File: config.mk
export PLATFORM = sky130hd
export DESIGN_NAME = frame_stream_source_flat
export DESIGN_NICKNAME = d
export VERILOG_FILES = /design/src/rtl/frame_stream_source_if.sv /design/src/rtl/frame_stream_source.sv /design/src/flat_wrapper.sv
export SDC_FILE = /design/constraint.sdc
export NUM_CORES = 1
export LEC_CHECK = 0
export ABC_AREA = 1
export BUFFER_PORTS_ARGS = -buffer_cell sky130_fd_sc_hd__buf_2
export CAP_MARGIN = 20
export CORE_UTILIZATION = 45
export CTS_CLUSTER_DIAMETER = 150
export DETAILED_ROUTE_END_ITERATION = 10
export GPL_TIMING_DRIVEN = 1
export PLACE_DENSITY = 0.65
export SETUP_SLACK_MARGIN = 0.05
export SYNTH_ARGS = -nofsm -noshare
export SYNTH_HDL_FRONTEND = slang
export SYNTH_SLANG_ARGS = --single-unit
File: constraint.sdc
create_clock -name clk -period 4.7 [get_ports clk]
set_input_delay 0 -clock clk [delete_from_list [all_inputs] [get_ports clk]]
set_output_delay 0 -clock clk [all_outputs]
set_load 0.02 [all_outputs]
File: src/rtl/frame_stream_source_if.sv
// Avalon-ST pixel stream carrying one video packet per frame.
// The master drives the pixel beats and the slave drives ready_in.
interface frame_stream_source_if #(
    parameter int DATA_WIDTH = 12
);
    logic                  valid_out;
    logic                  ready_in;
    logic                  startofpacket_out;
    logic                  endofpacket_out;
    logic [DATA_WIDTH-1:0] data_out;

    modport master (
        output valid_out,
        output startofpacket_out,
        output endofpacket_out,
        output data_out,
        input  ready_in
    );

    modport slave (
        input  valid_out,
        input  startofpacket_out,
        input  endofpacket_out,
        input  data_out,
        output ready_in
    );
endinterface

File: src/rtl/frame_stream_source.sv
// Streams one raster-order frame out of a synchronous-read RAM as an Avalon-ST packet.
// Optional TEST_PATTERN_EN adds pattern_sel, which replaces RAM data with 8 vertical colour bars.
module frame_stream_source #(
    parameter int IMAGE_WIDTH  = 320,
    parameter int IMAGE_HEIGHT = 240,
    parameter int DATA_WIDTH   = 12,
    parameter int ADDR_WIDTH   = 17
) (
    input  logic                  clk,
    input  logic                  reset,
    input  logic                  enable,
`ifdef TEST_PATTERN_EN
    input  logic                  pattern_sel,
`endif
    output logic                  ram_rd_en,
    output logic [ADDR_WIDTH-1:0] ram_addr,
    input  logic [DATA_WIDTH-1:0] ram_data,
    frame_stream_source_if.master st,
    output logic                  busy,
    output logic                  frame_done
);

    localparam logic [ADDR_WIDTH-1:0] LAST_ADDR = ADDR_WIDTH'(IMAGE_WIDTH * IMAGE_HEIGHT - 1);
    localparam int ENTRY_W = DATA_WIDTH + 2;

    typedef enum logic [1:0] {IDLE, READ, DRAIN, DONE} state_t;

    state_t                  state_reg, state_next;
    logic [ADDR_WIDTH-1:0]   addr_reg;
    logic [1:0]              count_reg;
    logic                    wr_ptr_reg, rd_ptr_reg;
    logic                    rd_pending_reg, pend_sop_reg, pend_eop_reg;
    logic                    pop, push, issue, last_issue;
    logic [2:0]              occupancy;
    logic [DATA_WIDTH-1:0]   src_data;
    logic [ENTRY_W-1:0]      entry_q [2];
    logic [ENTRY_W-1:0]      head;

    // Entries already held plus the read in flight, minus the beat leaving this clk.
    assign pop        = st.valid_out && st.ready_in;
    assign push       = rd_pending_reg;
    assign occupancy  = {1'b0, count_reg} + {2'b00, rd_pending_reg} - {2'b00, pop};
    assign issue      = (state_reg == READ) && (occupancy < 3'd2);
    assign last_issue = issue && (addr_reg == LAST_ADDR);
    assign head       = entry_q[rd_ptr_reg];

    assign ram_addr             = addr_reg;
    assign st.valid_out         = (count_reg != 2'd0);
    assign st.data_out          = st.valid_out ? head[DATA_WIDTH-1:0] : '0;
    assign st.startofpacket_out = st.valid_out && head[ENTRY_W-1];
    assign st.endofpacket_out   = st.valid_out && head[ENTRY_W-2];
    assign busy                 = (state_reg != IDLE);
    assign frame_done           = (state_reg == DONE);

    // Each entry is {sop, eop, pixel}; the tags travel with the data they were issued with.
    generate
        for (genvar gi = 0; gi < 2; gi++) begin : g_entry
            logic [ENTRY_W-1:0] entry_reg;
            always_ff @(posedge clk) begin
                if (push && (wr_ptr_reg == 1'(gi)))
                    entry_reg <= {pend_sop_reg, pend_eop_reg, src_data};
            end
            assign entry_q[gi] = entry_reg;
        end
    endgenerate

    always_ff @(posedge clk or posedge reset) begin
        if (reset) begin
            count_reg      <= 2'd0;
            wr_ptr_reg     <= 1'b0;
            rd_ptr_reg     <= 1'b0;
            rd_pending_reg <= 1'b0;
            pend_sop_reg   <= 1'b0;
            pend_eop_reg   <= 1'b0;
            addr_reg       <= '0;
        end else begin
            count_reg      <= count_reg + 2'(push) - 2'(pop);
            rd_pending_reg <= issue;
            pend_sop_reg   <= issue && (addr_reg == '0);
            pend_eop_reg   <= last_issue;
            if (push)
                wr_ptr_reg <= ~wr_ptr_reg;
            if (pop)
                rd_ptr_reg <= ~rd_ptr_reg;
            if (state_reg == DONE)
                addr_reg <= '0;
            else if (issue && !last_issue)
                addr_reg <= addr_reg + 1'b1;
        end
    end

    always_ff @(posedge clk or posedge reset) begin
        if (reset)
            state_reg <= IDLE;
        else
            state_reg <= state_next;
    end

    always_comb begin
        state_next = state_reg;
        case (state_reg)
            IDLE:    if (enable) state_next = READ;
            READ:    if (last_issue) state_next = DRAIN;
            DRAIN:   if (pop && head[ENTRY_W-2]) state_next = DONE;
            default: state_next = IDLE;
        endcase
    end

`ifdef TEST_PATTERN_EN
    localparam int BAR_W = IMAGE_WIDTH / 8;
    localparam int BPW   = (BAR_W > 1) ? $clog2(BAR_W) : 1;

    logic                  pattern_sel_reg;
    logic [BPW-1:0]        bar_pos_reg;
    logic [2:0]            bar_reg;
    logic [DATA_WIDTH-1:0] bar_colour, pattern_reg;

    always_comb begin
        bar_colour = '0;
        case (bar_reg)
            3'd0:    bar_colour = DATA_WIDTH'(12'hFFF);
            3'd1:    bar_colour = DATA_WIDTH'(12'hFF0);
            3'd2:    bar_colour = DATA_WIDTH'(12'h0FF);
            3'd3:    bar_colour = DATA_WIDTH'(12'h0F0);
            3'd4:    bar_colour = DATA_WIDTH'(12'hF0F);
            3'd5:    bar_colour = DATA_WIDTH'(12'hF00);
            3'd6:    bar_colour = DATA_WIDTH'(12'h00F);
            default: bar_colour = '0;
        endcase
    end

    // Bar index tracks the column of the issued read; 8 bars span exactly one line.
    always_ff @(posedge clk or posedge reset) begin
        if (reset) begin
            pattern_sel_reg <= 1'b0;
            bar_pos_reg     <= '0;
            bar_reg         <= 3'd0;
            pattern_reg     <= '0;
        end else begin
            if ((state_reg == IDLE) && enable)
                pattern_sel_reg <= pattern_sel;
            if (state_reg == DONE) begin
                bar_pos_reg <= '0;
                bar_reg     <= 3'd0;
            end else if (issue) begin
                if (bar_pos_reg == BPW'(BAR_W - 1)) begin
                    bar_pos_reg <= '0;
                    bar_reg     <= bar_reg + 3'd1;
                end else begin
                    bar_pos_reg <= bar_pos_reg + 1'b1;
                end
            end
            if (issue)
                pattern_reg <= bar_colour;
        end
    end

    assign ram_rd_en = issue && !pattern_sel_reg;
    assign src_data  = pattern_sel_reg ? pattern_reg : ram_data;
`else
    assign ram_rd_en = issue;
    assign src_data  = ram_data;
`endif

endmodule
File: src/flat_wrapper.sv
// flat-port wrapper written by rule: the top's interface ports become plain ports
module frame_stream_source_flat 
#(
    parameter int IMAGE_WIDTH  = 320,
    parameter int IMAGE_HEIGHT = 240,
    parameter int DATA_WIDTH   = 12,
    parameter int ADDR_WIDTH   = 17
)
  (clk, reset, enable, ram_rd_en, ram_addr, ram_data, busy, frame_done, st_valid_out, st_startofpacket_out, st_endofpacket_out, st_data_out, st_ready_in);
  frame_stream_source_if #(.DATA_WIDTH(DATA_WIDTH)) st_i ();
  input  logic clk;
  input  logic reset;
  input  logic enable;
  output logic ram_rd_en;
  output logic [ADDR_WIDTH-1:0] ram_addr;
  input  logic [DATA_WIDTH-1:0] ram_data;
  output logic busy;
  output logic frame_done;
  output wire logic [$bits(st_i.valid_out)-1:0] st_valid_out;
  output wire logic [$bits(st_i.startofpacket_out)-1:0] st_startofpacket_out;
  output wire logic [$bits(st_i.endofpacket_out)-1:0] st_endofpacket_out;
  output wire logic [$bits(st_i.data_out)-1:0] st_data_out;
  input wire logic [$bits(st_i.ready_in)-1:0] st_ready_in;
  assign st_valid_out = st_i.valid_out;
  assign st_startofpacket_out = st_i.startofpacket_out;
  assign st_endofpacket_out = st_i.endofpacket_out;
  assign st_data_out = st_i.data_out;
  assign st_i.ready_in = st_ready_in;
  frame_stream_source #(.IMAGE_WIDTH(IMAGE_WIDTH), .IMAGE_HEIGHT(IMAGE_HEIGHT), .DATA_WIDTH(DATA_WIDTH), .ADDR_WIDTH(ADDR_WIDTH)) u_core (.clk(clk), .reset(reset), .enable(enable), .ram_rd_en(ram_rd_en), .ram_addr(ram_addr), .ram_data(ram_data), .st(st_i), .busy(busy), .frame_done(frame_done));
endmodule
==> impl_metrics.csv <==
group,metric,value,unit
clock_network,clk_latency,0.32,ns
worst_hold_path,worstHoldEndpoint,"u_core.rd_ptr_reg",
critical_path,crit_buf_inv,4,
clock_network,cts_buffers,5,
sta,rsz0062_at_grt,"false",
global_routing,antenna_found_initial,0,
sta,tns,0,ns
detailed_routing,dr.pass1.iters,4,
critical_path,crit_family,"adder cells",
logic_synthesis,ys_types,29,
job,drv_cap,0,
logic_synthesis,ys_top_cells_by_count,"87 x nand2_1, 41 x nor2_1, 28 x edfxtp_1",
outcome,status,"completed",
critical_path,r2r_start,"u_core.count_reg[1]",
critical_path,reg2reg_slack,1.76,ns
cells_and_area,layout-drive-gt1-share,0.222,
logic_synthesis,synthArstFlopShare,0.481,
power,p_total,0.00163,W
sta,worst_pin_slew,0.594,ns
floorplan,die_w,81.7,µm
critical_path,crit_type,"flip-flop to flip-flop",
critical_path,crit_slowest_cell,"fa_1",
floorplan,dieArea,6680,µm²
global_routing,grt_usage,0.202,
clock_network,clkTransAtPathRegs,0.11,ns
global_routing,first_global_vias,2118,
logic_synthesis,post-synth-top-count-cell,"nand2_1",
clock_network,cts.path.max_buffers,2,
logic_synthesis,dominantRegCellSynth,"edfxtp_1",
clock_network,cts_max_level,2,
detailed_routing,dr_total_vias,2319,
sta,timing.fmax,340,MHz
critical_path,crit_chain,"nor2_1 -> buf_4 -> nor2_1 -> ha_1 -> inv_1 -> ha_1 -> fa_1 -> inv_1 -> nand2_1 -> nor3_4 -> inv_2 -> a21oi_2 -> nand3_1 -> o21ai_1",
logic_synthesis,synth_edf_count,28,
worst_hold_path,hold_path_startpoint,"st_ready_in",
place,gp_congestion,0.864,
floorplan,fp.dieH,81.7,µm
logic_synthesis,syn-num-nets,343,
floorplan,start_util,0.474,
detailed_routing,drc,0,
clock_network,cts_tree,"yes",
detailed_routing,drt_wl_total,5970,µm
sta,finalHoldViolations,0,
critical_path,crit_fanout,16,
floorplan,row_count,28,
power,cellPowerDensity,478,nW/µm²
cells_and_area,syn2layout_area_growth,19.5,%
logic_synthesis,syn_inst,317,
critical_path,reg2reg_depth,14,
cells_and_area,fillers,563,
sta,setup_viol,0,
global_routing,grt_overflow,0,
clock_network,cts_sinks,54,
worst_hold_path,hold_depth,4,
worst_hold_path,min_path_type,"primary input to flip-flop",
detailed_routing,post_drt_wl_per_cell,13.0,µm
logic_synthesis,synth.top_cells.by_area,"edfxtp_1 29%, dfrtp_1 23%, nand2_1 11%",
power,ir_worst_vdd,0.273,mV
sta,slew_headroom,0.603,
sta,fin_skew,0.00987,ns
floorplan,core_area,6030,µm²
logic_synthesis,yosysWarnings,0,
cells_and_area,insertedDiodeCount,0,
logic_synthesis,yosys.area.top_type,"edfxtp_1",
logic_synthesis,yosys.area.top_type_share,0.294,
cells_and_area,multiInputGateArea,1200,µm²
sta,finalMaxSlewViolations,0,
critical_path,worst_setup_path_end_kind,"flip-flop",
clock_network,ctsResizeCount,0,
global_routing,grt_max_degree,27,
logic_synthesis,synth_area,2860,µm²
sta,whs,0.0631,ns
cells_and_area,register_area,1490,µm²
logic_synthesis,postSynthAreaPerCell,9.02,µm²
clock_network,clock-root-buffer,"clkbuf_8",
place,portBuffers,50,
detailed_routing,drtIter0Drc,107,
place,dp_hpwl,4140,µm
cells_and_area,largest_register_ffs,28,
sta,min_period,2.94,ns
sta,finalCritPeriodShare,0.626,
cells_and_area,fin_nets,408,
logic_synthesis,synth_seq_cells,54,
floorplan,ioPinCount,51,
critical_path,slowest_delay,0.45,ns
critical_path,crit_required,4.95,ns
critical_path,critPathLaunchType,"flip-flop",
critical_path,cp_data_arrival_time,3.19,ns
logic_synthesis,synth.yosys.seq_area_share,0.522,
detailed_routing,via_per_inst,5.06,
global_routing,grt_pass1_wl,10000,µm
critical_path,timing.rr.end,"u_core.ram_addr[1]",
power,p_leak,1.63,nW
detailed_routing,antenna_left,0,
## per-stage QoR
step | instance area [µm²] | instances | setup WS (ns) | util
2_1_floorplan | 2860 | 317 | 1.91 | -
3_3_place_gp | 3170 | 436 | 1.90 | 0.527
3_5_place_dp | 3170 | 436 | 1.81 | 0.527
4_1_cts | 3400 | 457 | 1.79 | 0.564
5_1_grt | 3420 | 458 | 1.52 | 0.567
6_report | 3420 | 458 | 1.76 | 0.567
## cell type report
class | count | share of cell area
flip-flops and latches | 54 | 0.437
multi-input cells | 223 | 0.351
repair buffers | 66 | 0.120
inverters | 32 | 0.0366
well taps | 75 | 0.0275
clock buffers | 5 | 0.0201
clock inverters | 3 | 0.00842
## cells in the final DEF (no fill, tap or decap), types with 2 or more instances in the layout
cell type and instances:
a21oi_1 15, buf_2 50, buf_4 2, clkbuf_8 5
clkinv_4 3, dfrtp_1 26, dlygate4sd3_1 13, edfxtp_1 28
ha_1 9, inv_1 27, inv_2 3, nand2_1 87
nand2_2 5, nand2_4 2, nand2_8 2, nand3_1 25
nand4_1 6, nor2_1 41, nor2_4 2, nor3_1 3
nor4_1 3, o21ai_1 3, o21ai_2 6, xor2_1 9
## worst min-delay path: cells and delay by family
| family | cells | cell delay [ns] |
|---|---|---|
| buffers and inverters | 2 | 0.14 |
| and+or+nand+nor | 1 | 0.07 |
| xor gates and xnor gates | 1 | 0.13 |
## report_power, final
group / total (W) / internal (W) / switching (W)
Sequential: 0.000653 / 0.000584 / 0.0000696
Combinational: 0.000701 / 0.000220 / 0.000481
Clock: 0.000277 / 0.000111 / 0.000166
## kinds of logic (layout without fill, tap and decap cells)
family | Yosys count | in the layout | synth area share
AO/OA/AOI/OAI | 26 | 26 | 0.0547
flip-flops | 54 | 54 | 0.522
AND/OR/NAND/NOR | 178 | 178 | 0.290
buffers and inverters | 40 | 106 | 0.0595
adder cells (fa/ha/maj) | 10 | 10 | 0.0464
XOR/XNOR | 9 | 9 | 0.0276
## metal layers
metal  share of wire  wire length, µm  global-route usage
met5               0                0                   0
met4           0.012               71              0.0719
met1            0.48             2840               0.277
met2            0.48             2840               0.321
met3           0.036              213              0.0367
## how the worst max path moves through the flow
stage / start / endpoint / cells after the start
after floorplan: u_core.count_reg[1] / u_core.state_reg[0] / 14
after global placement: u_core.count_reg[1] / u_core.ram_addr[0] / 14
after detailed placement: u_core.count_reg[1] / u_core.ram_addr[1] / 14
after CTS: u_core.count_reg[1] / u_core.ram_addr[1] / 14
after global routing: u_core.count_reg[1] / u_core.ram_addr[1] / 14
final: u_core.count_reg[1] / u_core.ram_addr[1] / 14
## what timing repair did
item,4_1_cts,5_1_grt
endpoints found under the hold margin,50,0
hold buffers,13,0
buffers inserted,0,0
(Power assumes the default switching activity.)
